===== config.mk =====
export PLATFORM = sky130hd
export DESIGN_NAME = ex_stage
export DESIGN_NICKNAME = d
export VERILOG_FILES = /design/src/rtl/ex_stage.sv
export SDC_FILE = /design/constraint.sdc
export NUM_CORES = 1
export LEC_CHECK = 0
export BUFFER_PORTS_ARGS = -buffer_cell sky130_fd_sc_hd__buf_2
export CAP_MARGIN = 20
export CORE_AREA = 2 2 240 242
export CTS_BUF_LIST = sky130_fd_sc_hd__clkbuf_4 sky130_fd_sc_hd__clkbuf_8
export DETAILED_ROUTE_END_ITERATION = 8
export DIE_AREA = 0 0 242 244
export PLACE_DENSITY = 0.5
export RECOVER_POWER = 25
export SETUP_SLACK_MARGIN = 0.15
export SLEW_MARGIN = 20
export SYNTH_ARGS = -nofsm -noshare
export SYNTH_HDL_FRONTEND = slang
export SYNTH_SLANG_ARGS = --single-unit

===== constraint.sdc =====
create_clock -name clk -period 8.38 [get_ports clk]
set_clock_uncertainty 0.2 [all_clocks]
set_input_delay 0.419 -clock clk [delete_from_list [all_inputs] [get_ports clk]]
set_output_delay 0.419 -clock clk [all_outputs]
set_load 0.05 [all_outputs]

===== src/rtl/ex_stage.sv =====
// Execute stage of a five-stage RV32 pipeline: operand forwarding, ALU,
// branch resolution (combinational redirect) and the EX/MEM pipeline register.
module ex_stage #(
    parameter int ADDR_WIDTH = 32,
    parameter int DATA_WIDTH = 32
) (
    input  logic                  clk,
    input  logic                  reset,
    input  logic [1:0]            flush_and_stall,

    // ID/EX pipeline register contents
    input  logic                  MemtoReg,
    input  logic                  RegWrite,
    input  logic                  MemWrite,
    input  logic                  MemRead,
    input  logic                  MemSize,
    input  logic [2:0]            Branch,
    input  logic [3:0]            ALUOp,
    input  logic [1:0]            ALUSrc,
    input  logic [ADDR_WIDTH-1:0] PC,
    input  logic [DATA_WIDTH-1:0] rs1_data,
    input  logic [DATA_WIDTH-1:0] rs2_data,
    input  logic [DATA_WIDTH-1:0] imm,
    input  logic [4:0]            rs1_addr,
    input  logic [4:0]            rs2_addr,
    input  logic [4:0]            rd_addr,

    // MEM/WB write-back path, used as the second forwarding source
    input  logic                  wb_RegWrite,
    input  logic [4:0]            wb_rd,
    input  logic [DATA_WIDTH-1:0] wb_data,

    // EX/MEM pipeline register
    output logic                  MemtoReg_out,
    output logic                  RegWrite_out,
    output logic                  MemWrite_out,
    output logic                  MemRead_out,
    output logic                  MemSize_out,
    output logic [DATA_WIDTH-1:0] alu_result_out,
    output logic [DATA_WIDTH-1:0] store_data_out,
    output logic [4:0]            rd_addr_out,

    // Redirect to fetch, resolved in this cycle
    output logic                  branch_taken,
    output logic [ADDR_WIDTH-1:0] branch_target
);

    logic stall;
    logic flush;
    assign stall = flush_and_stall[0];
    assign flush = flush_and_stall[1];

    // EX/MEM state
    logic                  memtoreg_q, memtoreg_d;
    logic                  regwrite_q, regwrite_d;
    logic                  memwrite_q, memwrite_d;
    logic                  memread_q,  memread_d;
    logic                  memsize_q,  memsize_d;
    logic [DATA_WIDTH-1:0] alu_q,      alu_d;
    logic [DATA_WIDTH-1:0] store_q,    store_d;
    logic [4:0]            rd_q,       rd_d;

    logic [DATA_WIDTH-1:0] fwd_a;
    logic [DATA_WIDTH-1:0] fwd_b;
    logic [DATA_WIDTH-1:0] alu_a;
    logic [DATA_WIDTH-1:0] alu_b;
    logic [DATA_WIDTH-1:0] alu_res;
    logic [4:0]            shamt;
    logic [DATA_WIDTH-1:0] jalr_sum;
    logic                  cond;

    // Forwarding muxes. A load sitting in EX/MEM has no data yet, so it is
    // skipped and the hazard unit is relied on to have stalled.
    always_comb begin
        fwd_a = rs1_data;
        if (rs1_addr != 5'd0 && regwrite_q && !memread_q && rd_q == rs1_addr)
            fwd_a = alu_q;
        else if (wb_RegWrite && wb_rd == rs1_addr && rs1_addr != 5'd0)
            fwd_a = wb_data;

        fwd_b = rs2_data;
        if (rs2_addr != 5'd0 && regwrite_q && !memread_q && rd_q == rs2_addr)
            fwd_b = alu_q;
        else if (wb_RegWrite && wb_rd == rs2_addr && rs2_addr != 5'd0)
            fwd_b = wb_data;
    end

    // ALU operand selection (PC-relative forms for AUIPC/JAL/JALR link)
    always_comb begin
        alu_a = fwd_a;
        alu_b = fwd_b;
        case (ALUSrc)
            2'b00: begin alu_a = fwd_a;              alu_b = fwd_b;            end
            2'b01: begin alu_a = fwd_a;              alu_b = imm;              end
            2'b10: begin alu_a = DATA_WIDTH'(PC);    alu_b = imm;              end
            2'b11: begin alu_a = DATA_WIDTH'(PC);    alu_b = DATA_WIDTH'(4);   end
            default: ;
        endcase
    end

    assign shamt = alu_b[4:0];

    // ALU; unused opcodes yield zero
    always_comb begin
        alu_res = '0;
        case (ALUOp)
            4'd0:  alu_res = alu_a + alu_b;
            4'd1:  alu_res = alu_a - alu_b;
            4'd2:  alu_res = alu_a & alu_b;
            4'd3:  alu_res = alu_a | alu_b;
            4'd4:  alu_res = alu_a ^ alu_b;
            4'd5:  alu_res = alu_a << shamt;
            4'd6:  alu_res = alu_a >> shamt;
            4'd7:  alu_res = $signed(alu_a) >>> shamt;
            4'd8:  alu_res = {{(DATA_WIDTH-1){1'b0}}, $signed(alu_a) < $signed(alu_b)};
            4'd9:  alu_res = {{(DATA_WIDTH-1){1'b0}}, alu_a < alu_b};
            4'd10: alu_res = alu_b;
            default: alu_res = '0;
        endcase
    end

    // Branch condition on forwarded register values; suppressed while the
    // stage is frozen or being squashed so fetch is not redirected twice.
    always_comb begin
        cond = 1'b0;
        case (Branch)
            3'b001: cond = (fwd_a == fwd_b);
            3'b010: cond = (fwd_a != fwd_b);
            3'b011: cond = ($signed(fwd_a) <  $signed(fwd_b));
            3'b100: cond = ($signed(fwd_a) >= $signed(fwd_b));
            3'b101: cond = (fwd_a <  fwd_b);
            3'b110: cond = (fwd_a >= fwd_b);
            3'b111: cond = 1'b1;
            default: cond = 1'b0;
        endcase
        branch_taken = cond && !stall && !flush;
    end

    assign jalr_sum = fwd_a + imm;

    // Target: PC-relative for conditional branches, register-relative for JALR
    always_comb begin
        branch_target = PC + ADDR_WIDTH'(imm);
        if (Branch == 3'b111)
            branch_target = {jalr_sum[ADDR_WIDTH-1:1], 1'b0};
    end

    // EX/MEM next state: flush beats stall, stall holds, otherwise load
    always_comb begin
        memtoreg_d = memtoreg_q;
        regwrite_d = regwrite_q;
        memwrite_d = memwrite_q;
        memread_d  = memread_q;
        memsize_d  = memsize_q;
        alu_d      = alu_q;
        store_d    = store_q;
        rd_d       = rd_q;
        if (flush) begin
            memtoreg_d = 1'b0;
            regwrite_d = 1'b0;
            memwrite_d = 1'b0;
            memread_d  = 1'b0;
            memsize_d  = 1'b1;
            alu_d      = '0;
            store_d    = '0;
            rd_d       = 5'd0;
        end else if (!stall) begin
            memtoreg_d = MemtoReg;
            regwrite_d = RegWrite;
            memwrite_d = MemWrite;
            memread_d  = MemRead;
            memsize_d  = MemSize;
            alu_d      = alu_res;
            store_d    = fwd_b;
            rd_d       = rd_addr;
        end
    end

    // EX/MEM register with asynchronous reset to a bubble (word-sized)
    always_ff @(posedge clk or posedge reset) begin
        if (reset) begin
            memtoreg_q <= 1'b0;
            regwrite_q <= 1'b0;
            memwrite_q <= 1'b0;
            memread_q  <= 1'b0;
            memsize_q  <= 1'b1;
            alu_q      <= '0;
            store_q    <= '0;
            rd_q       <= 5'd0;
        end else begin
            memtoreg_q <= memtoreg_d;
            regwrite_q <= regwrite_d;
            memwrite_q <= memwrite_d;
            memread_q  <= memread_d;
            memsize_q  <= memsize_d;
            alu_q      <= alu_d;
            store_q    <= store_d;
            rd_q       <= rd_d;
        end
    end

    assign MemtoReg_out   = memtoreg_q;
    assign RegWrite_out   = regwrite_q;
    assign MemWrite_out   = memwrite_q;
    assign MemRead_out    = memread_q;
    assign MemSize_out    = memsize_q;
    assign alu_result_out = alu_q;
    assign store_data_out = store_q;
    assign rd_addr_out    = rd_q;

endmodule


==> results.md <==
| Quantity | This run | Unit |
|---|---|---|
| Status | finished with violations | - |
| Failing checks | max-capacitance violations, max-slew violations | - |
| Final-report max-slew violation count | 104 | - |
| H-tree depth | 3 | - |
| Overall routed net length | 108 | mm |
| Worst Hold Class | in -> reg | - |
| First-pass detailed-route iteration total | 8 | - |
| Final TNS setup | 0 | ns |
| Final core utilization | 0.382 | - |
| Filler cell count in the final layout | 6092 | - |
| Worst r2r path cells | 20 | - |
| Initial standard-cell utilization of the core | 0.340 | - |
| Kind of end point of the critical path | output port | - |
| Count of endpoints failing hold in the final timing report | 0 | - |
| Worst setup path class | in -> out | - |
| Shortest period the worst path allows | 6.95 | ns |
| Post-cts resize count | 0 | - |
| Post-route DRC | 0 | - |
| Endpoint required time on the critical path | 7.76 | ns |
| Leading post-synthesis cells by instance count | a21oi_1, nand2_1, nor2_1, ha_1, mux2i_1 | - |
| Number of antenna violations at the first check in global routing | 4 | - |
| Summed instance area of the synthesized netlist | 19100 | um^2 |
| Critical R2R Launch | rd_addr_out[4] | - |
| Met3 track demand over resource | 0.0843 | - |
| Routed len/inst | 29.8 | um |
| Library cell with the largest summed area after synthesis | ha_1 | - |
| Achievable clock frequency | 144 | MHz |
| Hold-fix buffers at CTS | 5 | - |
| Final layout net count | 3244 | - |
| Count of final setup violators | 0 | - |
| Critical Path Start Type | input pin | - |
| Core footprint | 56200 | um^2 |
| Slew of the pin with the lowest slew margin | 2.30 | ns |
| Clock tree from TritonCTS | done | - |
| Vias in the first global route | 22064 | - |
| Worst hold path stage count | 3 | - |
| Number of ports placed on the die boundary | 306 | - |
| Normalized max-slew margin | -0.535 | - |
| Via count | 23411 | - |
| Synthesis Warnings | 0 | - |
| Iteration-0 DRC Markers | 2859 | - |
| Area overhead of the layout relative to synthesis | 12.5 | % |
| Number of rows created at floorplan | 87 | - |
| Clock latency on the worst-skew pair | 0.47 | ns |
| Post-detailed-placement half-perimeter wirelength | 85.6 | mm |
| CTS Buf Count | 9 | - |
| Die Width | 242 | um |
| Vertical extent of the die | 244 | um |
| Number of port buffers | 305 | - |
| Vias/cell | 6.49 | - |
| Met1 GRT Util | 0.473 | - |
| Largest cells by area after synthesis | ha_1, dfrtp_1, mux2i_1 | - |
| Number of antenna-violating nets in the routed design | 0 | - |
| Largest fanout on the critical path | 32 | - |
| Number of buffers between clock root and the deepest sink | 2 | - |
| Fraction of final layout cells sized beyond drive strength 1 | 0.172 | - |
| Portion of the post-synthesis area used by sequential elements | 0.0971 | - |
| Worst setup slack for register-to-register paths | 1.86 | ns |
| First-pass GRT wire length | 154 | mm |
| Top FF cell, synth | dfrtp_1 | - |
| Mapped Cells | 2645 | - |
| Global route hottest layer | met2 | - |
| Count leader, synth | a21oi_1 | - |
| Cell leakage power | 9.69 | nW |
| Mean post-synth cell area | 7.21 | um^2 |
| Yosys reg bits | 74 | - |
| Final Instance Count excl. Fillers | 3609 | - |
| Syn Nets | 3046 | - |
| Placed Instances | 3583 | - |
| RSZ-0062 raised after global routing | no | - |
| Destination of the worst hold path | rd_addr_out[0] | - |
| Post-CTS repair timing setup buffer count | 0 | - |
| Hold Crit Start | rd_addr[0] | - |
| Pin count of the biggest net entering global routing | 54 | - |
| Total overflow reported by the global router | 0 | - |
| Final worst path period share | 0.829 | - |
| Final GP Congestion | 1.02 | - |
| Maximum VDD drop | 0.0000795 | V |
| DIE AREA | 59000 | um^2 |
| Clock slew at reported path FFs | 0.10 | ns |
| GRT met2 Usage | 0.525 | - |
| CTS Sinks | 74 | - |
| Critical Path AT | 6.33 | ns |
| Post-synthesis async set-or-reset flop share | 1.00 | - |
| Root buffer selected by CTS | clkbuf_8 | - |
| Count of cell types in the netlist | 101 | - |
| Global routing usage summed across all routing layers | 0.351 | - |
| Max-cap violations | 3 | - |
| Terminus of the critical flop-to-flop path | alu_result_out[18] | - |
| Number of synthesized flops with an enable pin | 0 | - |
| Areal power density over the cells | 136 | nW/um^2 |
| Share of the synthesized area in the top cell type | 0.130 | - |
-- how the worst max path moves through the flow --
stage / from / end / slack [ns] / cells after the start
2_1_floorplan: rs2_addr[0] / branch_taken / 0.98 / 18
3_3_place_gp: wb_RegWrite / branch_taken / 1.52 / 18
3_5_place_dp: wb_RegWrite / branch_taken / 1.49 / 18
4_1_cts: wb_RegWrite / branch_taken / 1.48 / 18
5_1_grt: wb_RegWrite / branch_taken / 1.28 / 18
6_report: wb_RegWrite / branch_taken / 1.43 / 18
-- flip-flops by register name, summed over array words and instances (netlist names) --
signal	flops
alu_result_out	32
MemSize_out	1
RegWrite_out	1
rd_addr_out	5
MemWrite_out	1
MemtoReg_out	1
store_data_out	32
MemRead_out	1
-- cell type report --
class	count	area, um^2	area share
Timing Repair Buffer	374	2020	0.0943
Clock inverter	7	85.1	0.00396
Sequential cell	74	1850	0.0863
Inverter	158	597	0.0278
Clock buffer	9	124	0.00577
Antenna cell	5	12.5	0.000583
Tap cell	756	946	0.0441
Multi-Input combinational cell	2226	15800	0.737
-- logic make-up (layout without fill, tap and decap cells) --
| logic type | Yosys count | count (layout) | share of synthesized area |
|---|---|---|---|
| compound gates | 921 | 921 | 0.322 |
| simple gates | 770 | 770 | 0.188 |
| buf+inv | 345 | 548 | 0.0772 |
| mux | 236 | 236 | 0.137 |
| fa+ha+maj | 203 | 203 | 0.135 |
| xor+xnor | 96 | 96 | 0.0441 |
| flops | 74 | 74 | 0.0971 |
| other cells | 0 | 5 | 0 |
-- power by group --
part	switching, mW	internal, mW
sequential	0.0451	0.378
clock	0.211	0.143
combinational	1.46	0.682
-- stage by stage --
| stage | hold slack, ns | total power, mW | worst slack [ns] | area (um^2) |
|---|---|---|---|---|
| after CTS | 0.00154 | 2.86 | 1.48 | 21500 |
| after global placement | 0.299 | 2.49 | 1.52 | 21200 |
| after floorplan | 0.372 | 1.82 | 0.979 | 19100 |
| after global routing | 0.0364 | 3.05 | 1.28 | 21500 |
| final | 0.0325 | 2.92 | 1.43 | 21500 |
| after detailed placement | 0.307 | 2.49 | 1.49 | 21200 |
-- layer usage --
metal  wire length (um)  up-vias  part of all wire
met4               5610        4             0.052
met1              44900    11264              0.42
met2              45000     1570              0.42
met3              12100      265              0.11
li1                   -    10308                 -
met5                 25        -           0.00023
-- critical path, stage by stage --
cell and delay [ns]:
buf_2 0.13, inv_2 0.25, or4_1 0.75, nor2_4 0.53
buf_4 0.36, mux2i_1 0.10, o21ai_0 0.34, inv_1 0.16
ha_1 0.34, nand4_1 0.15, or4_1 0.61, or3_1 0.41
or2_2 0.31, nor3_1 0.37, mux2_2 0.22, o21ai_0 0.06
a2111oi_0 0.39, buf_2 0.37
-- layout by cell type, fill, tap and decap left out, drive strengths merged, types with 66 or more instances in the layout --
cell | synthesis | layout
mux2i | 182 | 182
nand2 | 227 | 227
o21ai | 176 | 176
dfrtp | 73 | 73
buf | 65 | 347
ha | 198 | 198
a31oi | 70 | 70
inv | 155 | 156
a21oi | 242 | 242
nor2 | 221 | 221
xnor2 | 66 | 66
nor3 | 78 | 78
Note: power is estimated with default switching activity, not from simulation.
